[config.mk]
export PLATFORM = sky130hd
export DESIGN_NAME = fpu_cmp_pipe
export DESIGN_NICKNAME = d
export VERILOG_FILES = /design/src/rtl/fpu_pkg.sv /design/src/rtl/fpu_cmp_core.sv /design/src/rtl/fpu_cmp_pipe.sv
export SDC_FILE = /design/constraint.sdc
export NUM_CORES = 1
export LEC_CHECK = 0
export ABC_AREA = 1
export CORE_UTILIZATION = 45
export DETAILED_ROUTE_END_ITERATION = 10
export PLACE_DENSITY = 0.75
export SETUP_SLACK_MARGIN = 0.02
export SLEW_MARGIN = 15
export SYNTH_ARGS = -nofsm -noshare
export SYNTH_HDL_FRONTEND = slang
export SYNTH_SLANG_ARGS = --single-unit
[constraint.sdc]
create_clock -name aclk -period 7.9 [get_ports aclk]
set_input_delay 1.975 -clock aclk [delete_from_list [all_inputs] [get_ports aclk]]
set_output_delay 1.975 -clock aclk [all_outputs]
set_load 0.02 [all_outputs]
[src/rtl/fpu_pkg.sv]
// Shared types and constants for the floating-point compare pipeline.
// The NaN-aware compare behaviour is enabled with the FPU_CMP_NAN_EN macro.
package fpu_pkg;

  typedef enum logic [2:0] {
    OP_EQ  = 3'd0,
    OP_NE  = 3'd1,
    OP_LE  = 3'd2,
    OP_GE  = 3'd3,
    OP_LT  = 3'd4,
    OP_GT  = 3'd5,
    OP_MIN = 3'd6,
    OP_MAX = 3'd7
  } fpu_cmp_op_t;

  // Canonical quiet NaN: sign 0, exponent all ones, only the mantissa MSB set.
  function automatic logic [63:0] fpu_qnan(input int exp_w, input int man_w);
    logic [63:0] v;
    v = ((64'd1 << exp_w) - 64'd1) << man_w;
    v = v | (64'd1 << (man_w - 1));
    return v;
  endfunction

endpackage

[src/rtl/fpu_cmp_core.sv]
// Combinational classify/compare/select for sign-magnitude floating-point operands.
// NaN detection and handling is compiled in only with FPU_CMP_NAN_EN.
module fpu_cmp_core
  import fpu_pkg::*;
#(
  parameter int EXP_W = 8,
  parameter int MAN_W = 23,
  localparam int W    = 1 + EXP_W + MAN_W
) (
  input  logic [W-1:0] a_data,
  input  logic [W-1:0] b_data,
  input  fpu_cmp_op_t  op,
  output logic [W-1:0] res,
  output logic         invalid
);

  logic [W-2:0] mag_a;
  logic [W-2:0] mag_b;
  logic         sign_a;
  logic         sign_b;
  logic         both_zero;
  logic         eq_s;
  logic         lt_s;
  logic         gt_s;

  assign sign_a    = a_data[W-1];
  assign sign_b    = b_data[W-1];
  assign mag_a     = a_data[W-2:0];
  assign mag_b     = b_data[W-2:0];
  assign both_zero = (mag_a == '0) && (mag_b == '0);
  assign eq_s      = both_zero || (a_data == b_data);
  assign gt_s      = !lt_s && !eq_s;

  // Sign-magnitude less-than; the two zeros never order against each other.
  always_comb begin
    lt_s = 1'b0;
    if (both_zero) begin
      lt_s = 1'b0;
    end else if (sign_a != sign_b) begin
      lt_s = sign_a;
    end else if (sign_a) begin
      lt_s = (mag_a > mag_b);
    end else begin
      lt_s = (mag_a < mag_b);
    end
  end

`ifdef FPU_CMP_NAN_EN
  logic a_nan;
  logic b_nan;
  logic [W-1:0] qnan_s;

  assign a_nan  = (&a_data[W-2:MAN_W]) && (|a_data[MAN_W-1:0]);
  assign b_nan  = (&b_data[W-2:MAN_W]) && (|b_data[MAN_W-1:0]);
  assign qnan_s = W'(fpu_qnan(EXP_W, MAN_W));
`endif

  // Result select; on equal operands MIN and MAX both return a_data.
  always_comb begin
    res     = '0;
    invalid = 1'b0;
    case (op)
      OP_EQ:   res[0] = eq_s;
      OP_NE:   res[0] = !eq_s;
      OP_LE:   res[0] = lt_s || eq_s;
      OP_GE:   res[0] = gt_s || eq_s;
      OP_LT:   res[0] = lt_s;
      OP_GT:   res[0] = gt_s;
      OP_MIN:  res    = gt_s ? b_data : a_data;
      OP_MAX:  res    = lt_s ? b_data : a_data;
      default: res    = '0;
    endcase
`ifdef FPU_CMP_NAN_EN
    if (a_nan || b_nan) begin
      case (op)
        OP_NE: res = {{(W-1){1'b0}}, 1'b1};
        OP_LE, OP_GE, OP_LT, OP_GT: begin
          res     = '0;
          invalid = 1'b1;
        end
        OP_MIN, OP_MAX: begin
          if (a_nan && b_nan) begin
            res = qnan_s;
          end else if (a_nan) begin
            res = b_data;
          end else begin
            res = a_data;
          end
        end
        default: res = '0;
      endcase
    end else begin
      invalid = 1'b0;
    end
`endif
  end

endmodule

[src/rtl/fpu_cmp_pipe.sv]
// Pipelined floating-point compare/min/max with valid/ready handshake and tag sideband.
// FPU_CMP_NAN_EN enables NaN-aware results and the m_invalid flag.
module fpu_cmp_pipe
  import fpu_pkg::*;
#(
  parameter int EXP_W   = 8,
  parameter int MAN_W   = 23,
  parameter int LATENCY = 2,
  parameter int TAG_W   = 5,
  localparam int W      = 1 + EXP_W + MAN_W
) (
  input  logic             aclk,
  input  logic             aresetn,
  input  logic             s_valid,
  output logic             s_ready,
  input  logic [W-1:0]     a_data,
  input  logic [W-1:0]     b_data,
  input  logic [2:0]       op,
  input  logic [TAG_W-1:0] s_tag,
  output logic             m_valid,
  input  logic             m_ready,
  output logic [W-1:0]     m_data,
  output logic [TAG_W-1:0] m_tag,
  output logic             m_invalid
);

  logic             advance_s;
  logic [W-1:0]     core_res_s;
  logic             core_inv_s;
  logic [LATENCY-1:0] vld_r;
  logic [LATENCY-1:0] inv_r;
  logic [W-1:0]       dat_r [LATENCY];
  logic [TAG_W-1:0]   tag_r [LATENCY];

  fpu_cmp_core #(
    .EXP_W (EXP_W),
    .MAN_W (MAN_W)
  ) u_core (
    .a_data  (a_data),
    .b_data  (b_data),
    .op      (fpu_cmp_op_t'(op)),
    .res     (core_res_s),
    .invalid (core_inv_s)
  );

  // The whole pipe moves as one; only a held output stalls it.
  assign advance_s = !m_valid || m_ready;
  assign s_ready   = advance_s;

  // Stage 0 captures the core result, later stages shift toward the output.
  always_ff @(posedge aclk) begin
    if (!aresetn) begin
      vld_r <= '0;
      inv_r <= '0;
      for (int i = 0; i < LATENCY; i++) begin
        dat_r[i] <= '0;
        tag_r[i] <= '0;
      end
    end else if (advance_s) begin
      vld_r[0] <= s_valid;
      inv_r[0] <= core_inv_s;
      dat_r[0] <= core_res_s;
      tag_r[0] <= s_tag;
      for (int i = 1; i < LATENCY; i++) begin
        vld_r[i] <= vld_r[i-1];
        inv_r[i] <= inv_r[i-1];
        dat_r[i] <= dat_r[i-1];
        tag_r[i] <= tag_r[i-1];
      end
    end
  end

  assign m_valid   = vld_r[LATENCY-1];
  assign m_invalid = inv_r[LATENCY-1];
  assign m_data    = dat_r[LATENCY-1];
  assign m_tag     = tag_r[LATENCY-1];

endmodule

# [Word level (Yosys, flattened, before mapping)]
# Memory sizes are Yosys's and may differ from the RTL's.
# Cells that the tools add are included.
# Widths: inputs -> output; s select.
[totals] ff_bits=2 ram_bits=74 inputBits=76 output_inout_bits=40 elab_cells=45 n_memories=2
[mem_list] name="dat_r" words=2 word_bits=32 rd=2 rd_ports_with_merged_regs=0 wr=2 line_no="fpu_cmp_pipe.sv:32" text="logic [W-1:0] dat_r [LATENCY];"
[mem_list] name="tag_r" words=2 word_bits=5 rd=2 rd_ports_with_merged_regs=0 wr=2 line_no="fpu_cmp_pipe.sv:33" text="logic [TAG_W-1:0] tag_r [LATENCY];"
[classes] magnitude_cmp=2 eq_ne=9 muxes=15 bitwise_logic=4 n_reduce_logical=12
[ops] cell="$mux 32" count=4
[ops] cell="$logic_not 31->1" count=2
[ops] cell="$pmux 31 s2" count=1
[ops] cell="$eq 32x32->1" count=1
[ops] cell="$gt 31x31->1" count=1
[ops] cell="$lt 31x31->1" count=1
[ops] cell="$eq 3x3->1 const B" count=4
[ops] cell="$mux 5" count=2
[ops] cell="$pmux 1 s8" count=1
[ops] cell="$mux 1" count=7
[ops] cell="$eq 3x2->1 const B" count=2
[ops] cell="$logic_or 1x1->1" count=4
[ops] cell="$or 1x1->1" count=4
[ops] cell="$eq 3x1->1 const B" count=1
[ops] cell="$logic_not 1->1" count=3
[ops] cell="$logic_not 3->1" count=1
[ops] cell="$logic_and 1x1->1" count=2
[ops] cell="$ne 1x1->1" count=1

# [Depth between registers and ports, before layout]
# Gate-level depths: netlist (run 1).
[depth] ltp_word=9 mapped_depth=21 depth_no_buf=21

# [Cells and area by module]
# A second synthesis (run 1) with hierarchy kept.
[hier_totals] hier_cells=628 area_unflattened_um2=5119.9
[by_module_without_submodules] module="fpu_cmp_pipe" instances=1 cells_each=287 area_each_um2=3295.7 seq_area_each_um2=2302.2
[by_module_without_submodules] module="fpu_cmp_core" instances=1 cells_each=341 area_each_um2=1824.2 seq_area_each_um2=0.0

# [Worst setup path after synthesis (run 1)]
# No wires, ideal clock.
[synth_timing] path_kind="input port to output port" from="input port m_ready" to="output port s_ready" t_arrival_ns=2.243 required_time_ns=5.925 setup_slack_ns=3.682 cell_stages=2 n_path_buf=0 cell_sequence="nor2_1 inv_1"
[synth_between] elab_chain_len=1
[synth_rtl] item="start: declaration" line_no="fpu_cmp_pipe.sv:21" text="input logic m_ready,"
[synth_rtl] item="$logic_or 1x1->1" line_no="fpu_cmp_pipe.sv:47" text="assign advance_s = !m_valid || m_ready;"
[synth_rtl] item="end: declaration" line_no="fpu_cmp_pipe.sv:15" text="output logic s_ready,"
# Every way passes these cells.

# [Worst setup path in the final report (run 1)]
# Same ends and word-level chain as after synthesis.

==> results of run 1 <==
==> registers in the layout (all words and copies together), names as in the netlist <==
| signal | cells |
|---|---|
| dat_r | 64 |
| tag_r | 10 |
| vld_r | 2 |
==> area by class of cell <==
cell class | count | area [µm²]
tap | 136 | 170
clock buffer | 9 | 124
sequential | 76 | 2260
timing repair buffer | 115 | 1150
multi-input combinational | 330 | 1890
clock inverter | 7 | 75.1
fill | 928 | 4410
inverter | 103 | 387
==> placed cells by master (no fill, tap or decap) <==
master	Yosys	final
clkdlybuf4s50_1	0	114
or2_2	1	1
clkinv_4	0	1
nand2_2	33	33
inv_1	100	100
nor3_1	6	6
nor3_2	1	1
dfxtp_1	2	2
nor2_1	76	76
nand2_1	101	100
ha_1	31	31
a21oi_1	11	11
a21o_1	2	2
clkinv_1	0	1
o21a_1	1	1
a21oi_2	32	32
o21ai_0	5	5
clkinvlp_4	0	2
nand2_4	3	4
nor2_2	5	5
inv_2	3	3
nand3b_1	2	2
edfxtp_1	74	74
bufinv_16	0	1
o211ai_1	1	1
inv_6	0	2
nand4_1	8	8
clkbuf_8	0	9
conb_1	1	1
nand3_1	10	10
buf_4	38	1
==> worst min-delay path, delay by kind of cell (launching register included) <==
kind / cells / cell delay, ns
compound gates: 1 / 0.07
buf+inv: 1 / 0.06
flops: 1 / 0.30
==> layer usage <==
| metal | global-route usage [%] | share of wire [%] |
|---|---|---|
| met1 | 22.1 | 43 |
| met2 | 31.2 | 49 |
| met3 | 3.43 | 4.3 |
| met4 | 10.6 | 4.1 |
| met5 | 0 | 0 |
==> through the flow <==
stage	std cells	utilization [%]	setup slack, ns	power, W
final	776	57.9	2.65	0.000971
after global routing	776	57.9	2.61	0.00102
after CTS	776	57.9	2.64	0.000976
after detailed placement	760	56.0	2.64	0.000679
after global placement	760	56.0	2.70	0.000674
after floorplan	560	-	3.68	0.000607
==> path summary, 6_finish.rpt <==
kind | from | to | slack (ns)
max | m_ready | s_ready | 2.65
min | vld_r[0] | vld_r[1] | 0.48
max reg2reg | vld_r[1] | dat_r[0][32] | 5.91
min reg2reg | vld_r[0] | vld_r[1] | 0.48
==> power by group <==
part	total [W]	internal (W)	leakage, nW	switching [W]
clock	0.000301	0.000147	0.0939	0.000153
combinational	0.000196	0.0000883	1.57	0.000108
sequential	0.000474	0.000467	0.902	0.00000651
==> kinds of logic (layout without fill, tap and decap cells) <==
kind of cell | Yosys count | after routing | synth area share (%)
other cells | 1 | 1 | 0.0763
compound gates | 52 | 52 | 7.94
flops | 76 | 76 | 46.0
buf+inv | 154 | 234 | 15.7
simple gates | 246 | 246 | 22.3
fa+ha+maj | 31 | 31 | 7.89
==> results.md, run 1 <==
- Status: complete, no violations
- Startpoint types: primary input
- Reg2Reg Depth: 6
- Crit-path cells: clkdlybuf4s50_1 > nor2_1 > inv_1 > clkdlybuf4s50_1
- Root Buffer Master: clkbuf_8
- Leakage: 2.56 nW
- Initial drt markers: roughly 140
- Antenna diodes: 0
- Die outline area: between 0.01 and 0.015 mm²
- Worst Skew: approximately 0.014 ns
- Starting density of the core: 47.0%
- Design area: ~0.006 mm²
- CP Max Fanout: 3
- Seq/Total Area, Yosys: approximately 46%
- CTS HTree Levels: 3
- Setup tns final: 0 ns
- CTS buffer count: 9
- Share of the synthesized area in the top cell type: a little under half
- Post-cts resize count: 0
- Gr ovfl total: 0
- Rows: 37
- Post-CTS setup buffers: 0
- Die W: between 100 and 150 µm
- Area delta synth->final: 23.2%
- Hold Path Depth: 2
- # setup viols final: 0
- Syn_nets: 667
- # port buffers: around 110
- Critical Path Sink Type: output pin
- Max incr delay on CP: between 0.5 and 0.6 ns
- GRT Total Usage: a little under a fifth
- Top FF cell, synth: edfxtp_1
- Yosys cell types: 28
- Count leader, synth: nand2_1
- Maximum vdd ir drop: 0.0000851 V
- Worst path bufs/invs: 3
- Most frequent CP cell: clkdlybuf4s50_1
- Max-cap viol count: 0
- WP data arrival: 3.27 ns
- Final hold slack: 0.477 ns
- Post-route ant nets: 0
- Synth area leader: edfxtp_1
- #FFs+latches synth: 76
- Clock slew at reported path FFs: roughly 0.090 ns
- Cells after Synth: 560
- Post-Syn Area: 0.00491 mm²
- Dpl cell area: just under 0.006 mm²
- Area contributors post-synth: edfxtp_1, ha_1, nand2_1
- Share of cells above drive strength 1: ~15%
- Tcrit/Tclk final: roughly two thirds
- Die Ht: approximately 110 µm
- Pwr dens: between 150 and 200 mW/mm²
- Synth cell count leaders: nand2_1, inv_1, nor2_1
- Antenna violations before repair: 0
- Vias in the first global route: 3485
- EDFF count, synth: between 70 and 80
- Post-Route WL: 9.93 mm
- Warnings, synthesis: 0
- Worst Hold Class: flip-flop to flip-flop
- Top delay family on crit path: buffers and inverters
- Drt wl/cell: roughly 13 µm
- Hold_buf cts: 0
- Syn avg cell area: a little under 9 µm²
- I/O pins: approximately 120
- Post-DR vias/cell: between 4 and 5
- FFs w/ async S/R, synth: 0%
- RSZ-0062 raised after global routing: no
- Cell count along the critical path: 4
- Final hold vios: 0
- Max-slew headroom: a little under a third
- CTS tree: built
- DR DRC count: 0
- Worst skew pair latency: between 0.3 and 0.4 ns
- DR vias: 3659
- Clk sinks: 76
- Minimum clock period: roughly 5.2 ns
- Setup CP Type: primary input to output pin
- CTS max path bufs: 2
- CP Data Required Time: 5.93 ns
- Core footprint: ~0.010 mm²
- Final nets: about 740
- Post-DP HPWL: 7.38 mm
- Achievable frequency: about 0.19 GHz
- GP Congestion: 0.820
- Worst-Margin Slew: about 1 ns
- Largest net degree at the start of global routing: slightly below 80
- DRT Pass-1 Iters: 5
- Final max-slew violation count: 0
- Slowest cell on crit path: clkdlybuf4s50_1
- First-pass GRT wire length: 16.3 mm
Power figures use the tool's default switching activity.
==> run 2, diff against run 1 <==
--- a/config.mk
+++ b/config.mk
@@ -8,7 +8,7 @@
 export ABC_AREA = 1
 export CORE_UTILIZATION = 45
 export DETAILED_ROUTE_END_ITERATION = 10
-export PLACE_DENSITY = 0.75
+export PLACE_DENSITY = 0.78
 export SETUP_SLACK_MARGIN = 0.02
 export SLEW_MARGIN = 15
 export SYNTH_ARGS = -nofsm -noshare
==> constraint.sdc (replaced) <==
create_clock -name aclk -period 4.5 [get_ports aclk]
set_input_delay 1.125 -clock aclk [delete_from_list [all_inputs] [get_ports aclk]]
set_output_delay 1.125 -clock aclk [all_outputs]
set_load 0.02 [all_outputs]
==> run 2 against run 1 <==
Net effect: via count decreased by 0.93%; worst hold slack improved by 0.017 ns; combinational power up 77%; sequential power increased by 75%; worst setup slack got worse by 1.8 ns; flip-flop and latch count is the same; clock power rose by 70%; clock skew decreased by 0.0047 ns; critical endpoint is now dat_r[0][0].
==> results.md, run 2 (same netlist as run 1, synthesis figures left out) <==
- Status: complete, no violations
- DRT Pass-1 Iters: 5
- Most common cell after layout, fill and taps aside: clkdlybuf4s50_1
- Clk sinks: 76
- Vias in the first global route: around 3500
- DR vias: approximately 3600
- Post-Route WL: 9.89 mm
- Most frequent CP cell: nand2_1
- Minimum clock period: about 3.7 ns
- Clock slew at reported path FFs: approximately 0.08 ns
- CTS buffer count: 9
- Hold_buf cts: 0
- WP data arrival: 3.88 ns
- Worst-Margin Slew: approximately 0.98 ns
- Initial drt markers: between 150 and 200
- Pwr dens: ~280 mW/mm²
- Worst skew pair latency: between 0.3 and 0.4 ns
- Slowest cell on crit path: clkdlybuf4s50_1
- Startpoint types: primary input
- Drt wl/cell: about 13 µm
- Leakage: between 2 and 3 nW
- Share of cells above drive strength 1: approximately 15%
- Biggest register: dat_r
- Starting density of the core: between 40% and 50%
- Die W: 107 µm
- Final hold vios: 0
- RSZ-0062 raised after global routing: no
- R2R setup slack: about 2.5 ns
- I/O pins: about 120
- # port buffers: 114
- Area delta synth->final: 23.6%
- Die outline area: 0.0113 mm²
- Max reg flops: 64
- Post-DP HPWL: ~7.5 mm
- # setup viols final: 0
- Worst path bufs/invs: 3
- Final nets: ~740
- Largest net degree at the start of global routing: between 70 and 80
- Gr ovfl total: 0
- Antenna violations before repair: 0
- Max-slew headroom: 34.7%
- CP Max Fanout: 31
- GP Congestion: between 0.8 and 0.9
- Most frequent cells in the layout: clkdlybuf4s50_1, inv_1, nand2_1, nor2_1, edfxtp_1
- Largest regs: dat_r x64, tag_r x10, vld_r x2
- Final max-slew violation count: 0
- CP Data Required Time: about 4.7 ns
- CTS max path bufs: 2
- Setup CP Type: primary input to flip-flop
- Critical Path Sink Type: flip-flop
- Die Ht: roughly 110 µm
- CTS tree: built
- Top delay family on crit path: simple AND/OR/NAND/NOR gates
- Post-cts resize count: 0
- CTS HTree Levels: 3
- Post-route ant nets: 0
- Worst Hold Class: flip-flop to flip-flop
- Antenna diodes: 0
- Dpl cell area: 0.00588 mm²
- Post-CTS setup buffers: 0
- Setup tns final: 0 ns
- Core footprint: about 0.010 mm²
- GRT Total Usage: a little under a fifth
- First-pass GRT wire length: approximately 16 mm
- Max-cap viol count: 0
- Maximum vdd ir drop: about 0.00015 V
- PnR Total Power: approximately 0.0017 W
- Final hold slack: approximately 0.5 ns
- Achievable frequency: 0.272 GHz
- Max incr delay on CP: roughly 0.52 ns
- Design area: 0.00607 mm²
- Tcrit/Tclk final: 81.6%
- Root Buffer Master: clkbuf_8
- Crit-path cells: clkdlybuf4s50_1 > inv_1 > ha_1 > nand2_1 > nor2_2 > nand2_1 > nor3_2 > nand3b_1 > nand3b_1 > nand2_1 > inv_2 > nand2_4 > nand2_2 > nand2_4 > nand2_1 > nand2_1 > nor2_1 > nor2_1
- Worst Skew: a little under 0.01 ns
- DR DRC count: 0
- Rows: 37
- Post-DR vias/cell: 4.66
## run 2: area by class of cell
class / count / area (µm²)
Timing Repair Buffer: 117 / 1180
Clock buffer: 10 / 128
Fill cell: 923 / 4390
Multi-Input combinational cell: 330 / 1890
Inverter: 103 / 387
Clock inverter: 6 / 63.8
Tap cell: 136 / 170
Sequential cell: 76 / 2260
## run 2: worst register-to-register path, delay by kind of cell (launching register included)
kind	cells	cell delay, ns
simple gates	3	0.48
flops	1	0.33
buf+inv	3	0.95
## run 2: worst paths after layout
path	startpoint	cells after the start	to
hold / removal	vld_r[0]	2	vld_r[0]
hold reg to reg	vld_r[0]	2	vld_r[0]
setup reg to reg	vld_r[1]	6	dat_r[0][36]
setup / recovery	b_data[22]	18	dat_r[0][0]
## run 2: metal layers
| layer | vias to the layer above | wire length (µm) | track usage (%) |
|---|---|---|---|
| met5 | - | 0 | 0 |
| li1 | 1882 | - | - |
| met2 | 128 | 4800 | 31.0 |
| met4 | 0 | 265 | 7.73 |
| met1 | 1592 | 4330 | 22.7 |
| met3 | 23 | 493 | 3.68 |
## run 2: metrics by stage
stage | worst slack, ns | utilization [%] | instances
6_report | 0.830 | 58.0 | 778
5_1_grt | 0.636 | 58.0 | 778
2_1_floorplan | 1.21 | - | 560
3_3_place_gp | 0.556 | 56.2 | 762
3_5_place_dp | 0.499 | 56.2 | 762
4_1_cts | 0.824 | 58.0 | 778
## run 2: where the power goes
part	internal [W]	leakage (nW)	switching (W)
Sequential	0.000820	0.902	0.0000110
Combinational	0.000157	1.58	0.000190
Clock	0.000256	0.0943	0.000254
==> run 3, diff against run 2 <==
--- a/config.mk
+++ b/config.mk
@@ -8,7 +8,7 @@
 export ABC_AREA = 1
 export CORE_UTILIZATION = 45
 export DETAILED_ROUTE_END_ITERATION = 10
-export PLACE_DENSITY = 0.78
+export PLACE_DENSITY = 0.75
 export SETUP_SLACK_MARGIN = 0.02
 export SLEW_MARGIN = 15
 export SYNTH_ARGS = -nofsm -noshare
==> constraint.sdc (replaced) <==
create_clock -name aclk -period 3.65 [get_ports aclk]
set_input_delay 0.9125 -clock aclk [delete_from_list [all_inputs] [get_ports aclk]]
set_output_delay 0.9125 -clock aclk [all_outputs]
set_load 0.02 [all_outputs]
==> run 3 against run 2 <==
Net effect: wire length is 2.6% higher; final cell count is 0.39% higher; power increased by 20%; sequential power rose by 24%; combinational power up 26%; sequential share of layout area fell by 0.15 points; highest routed layer unchanged; count of clock-buffer cells in the layout increased by 1; worst hold slack got worse by 0.014 ns; worst setup slack got worse by 0.39 ns; critical path depth shrank 1.
==> results.md, run 3 (same netlist as run 1, synthesis figures left out) <==
- Status: complete, no violations
- Maximum vdd ir drop: between 0.0001 and 0.00015 V
- Max reg flops: between 60 and 70
- Sw frac: 28.1%
- Max-slew headroom: approximately 36%
- Critical Path Sink Type: flip-flop
- Post-DR vias/cell: roughly 4.6
- Achievable frequency: 0.311 GHz
- Startpoint types: primary input
- Post-route ant nets: 0
- DR DRC count: 0
- Minimum clock period: between 3 and 4 ns
- Hold_buf cts: 0
- RSZ-0062 raised after global routing: no
- Post-DP HPWL: ~7.8 mm
- Slowest cell on crit path: clkdlybuf4s50_1
- Core footprint: between 0.01 and 0.015 mm²
- Sw power: 0.000570 W
- Drt wl/cell: between 10 and 15 µm
- Clk sinks: 76
- Worst skew pair latency: between 0.3 and 0.4 ns
- WP data arrival: ~3.4 ns
- Reg2Reg Depth: 6
- CTS HTree Levels: 3
- R2R setup slack: between 1.5 and 2 ns
- GR Util met3: approximately 3.4%
- GR Layer Usage met2: between 30% and 40%
- DRT Pass-1 Iters: 4
- Storage element area: 0.00226 mm²
- Antenna violations before repair: 0
- Largest net degree at the start of global routing: between 70 and 80
- Clock slew at reported path FFs: about 0.08 ns
- Die W: approximately 110 µm
- Fillers: around 950
- Post-cts resize count: 0
- Worst-Margin Slew: roughly 0.97 ns
- Final max-slew violation count: 0
- Antenna diodes: 0
- Sequential Power Share: between 50% and 60%
- I/O pins: 116
- Leakage: 2.58 nW
- Pwr dens: around 330 mW/mm²
- GP Congestion: 0.876
- Vias in the first global route: between 3000 and 4000
- Final hold slack: 0.480 ns
- Post-CTS setup buffers: 0
- Clock Power Share: between 20% and 30%
- Largest regs: dat_r x64, tag_r x10, vld_r x2
- Max-cap viol count: 0
- Final nets: about 750
- Rows: 37
- Min-Delay Endpoint: vld_r[1]
- Die Ht: around 110 µm
- Root Buffer Master: clkbuf_8
- Reg-to-reg endpoint: dat_r[0][51]
- Share of cells above drive strength 1: around 15%
- Tcrit/Tclk final: between 80% and 90%
- Post-Route WL: 10.2 mm
- Worst Skew: a little under 0.01 ns
- First-pass GRT wire length: ~17 mm
- Worst Hold Class: flip-flop to flip-flop
- Crit-path cells: clkdlybuf4s50_1 > inv_1 > ha_1 > nand2_1 > nor2_2 > nand3_1 > nor3_2 > nand3b_1 > nand3b_1 > nand2_1 > inv_2 > nand2_4 > nand2_2 > nand2_4 > buf_12 > nand2_2 > a21oi_2
- Reg-to-Reg Start: vld_r[1]
- # port buffers: between 100 and 150
- Most common cell after layout, fill and taps aside: clkdlybuf4s50_1
- CP Max Fanout: 15
- Hold wc startpoint: vld_r[0]
- Met1 Track Usage GR: 23.5%
- GRT Total Usage: approximately 19%
- Combinational Power Share: approximately 22%
- Initial drt markers: 116
- # setup viols final: 0
- P_int: about 0.0015 W
- CTS max path bufs: 2
- CTS buffer count: 9
- Gr ovfl total: 0
- CP Data Required Time: roughly 3.9 ns
- Busiest metal layer after global routing: met2
- Hold Path Depth: 2
- Die outline area: between 0.01 and 0.015 mm²
- DR vias: around 3600
- Area of the multi-input gates: about 0.0019 mm²
- Setup tns final: 0 ns
- Area delta synth->final: 24.1%
- Most frequent cells in the layout: clkdlybuf4s50_1, inv_1, nand2_1, nor2_1, edfxtp_1
- Biggest register: dat_r
- CTS tree: built
- Setup CP Type: primary input to flip-flop
- Starting density of the core: 47.0%
- Final hold vios: 0
- Max incr delay on CP: 0.51 ns
-- run 3: cell count changes in the layout (fill, tap and decap cells not counted), sizes merged --
cell / change
buf: +3
clkinvlp: +1
clkbuf: +1
clkinv: -1
bufinv: -1
-- run 3: power by group through the flow --
| stage | clock [W] | sequential, W | combinational (W) |
|---|---|---|---|
| floorplan | 0 | 0.00104 | 0.000270 |
| global placement | 0 | 0.00105 | 0.000430 |
| detailed placement | 0 | 0.00105 | 0.000436 |
| CTS | 0.000583 | 0.00103 | 0.000439 |
| global route | 0.000612 | 0.00103 | 0.000482 |
| finish | 0.000570 | 0.00103 | 0.000437 |
-- run 3: worst max-delay path: cells and delay by family --
family	cells	cell delay [ns]
AOI/OAI and AO/OA	1	0.12
adders and majority gates	1	0.29
buffers and inverters	4	0.82
and+or+nand+nor	11	1.25
-- run 3: final cells by class --
class / count / area share (%)
clock buffer: 11 / 2.15
multi-input combinational: 330 / 30.9
clock inverter: 5 / 0.616
inverter: 103 / 6.34
timing repair buffer: 120 / 20.1
tap: 136 / 2.79
sequential: 76 / 37.1
-- run 3: per-stage QoR --
stage	instances	worst slack [ns]	instance area, µm²	utilization, %	power (W)
3_3_place_gp	765	0.125	5930	56.7	0.00148
5_1_grt	781	0.213	6100	58.3	0.00213
4_1_cts	781	0.452	6100	58.3	0.00205
3_5_place_dp	765	0.0932	5930	56.7	0.00148
2_1_floorplan	560	0.572	4910	-	0.00131
6_report	781	0.437	6100	58.3	0.00203
-- run 3: metal layers --
metal	up-vias	routed length [µm]
met3	24	449
met4	0	308
li1	1886	-
met5	-	0
met2	103	4980
met1	1596	4410
-- run 3: worst max-delay path by stage --
stage               cells after the start  startpoint      endpoint
floorplan                               2     m_ready   dat_r[0][0]
global placement                       16  b_data[30]  dat_r[0][27]
detailed placement                     17  b_data[30]  dat_r[0][14]
CTS                                    17  b_data[30]  dat_r[0][14]
global route                           17  b_data[30]  dat_r[0][14]
finish                                 17  b_data[30]  dat_r[0][14]
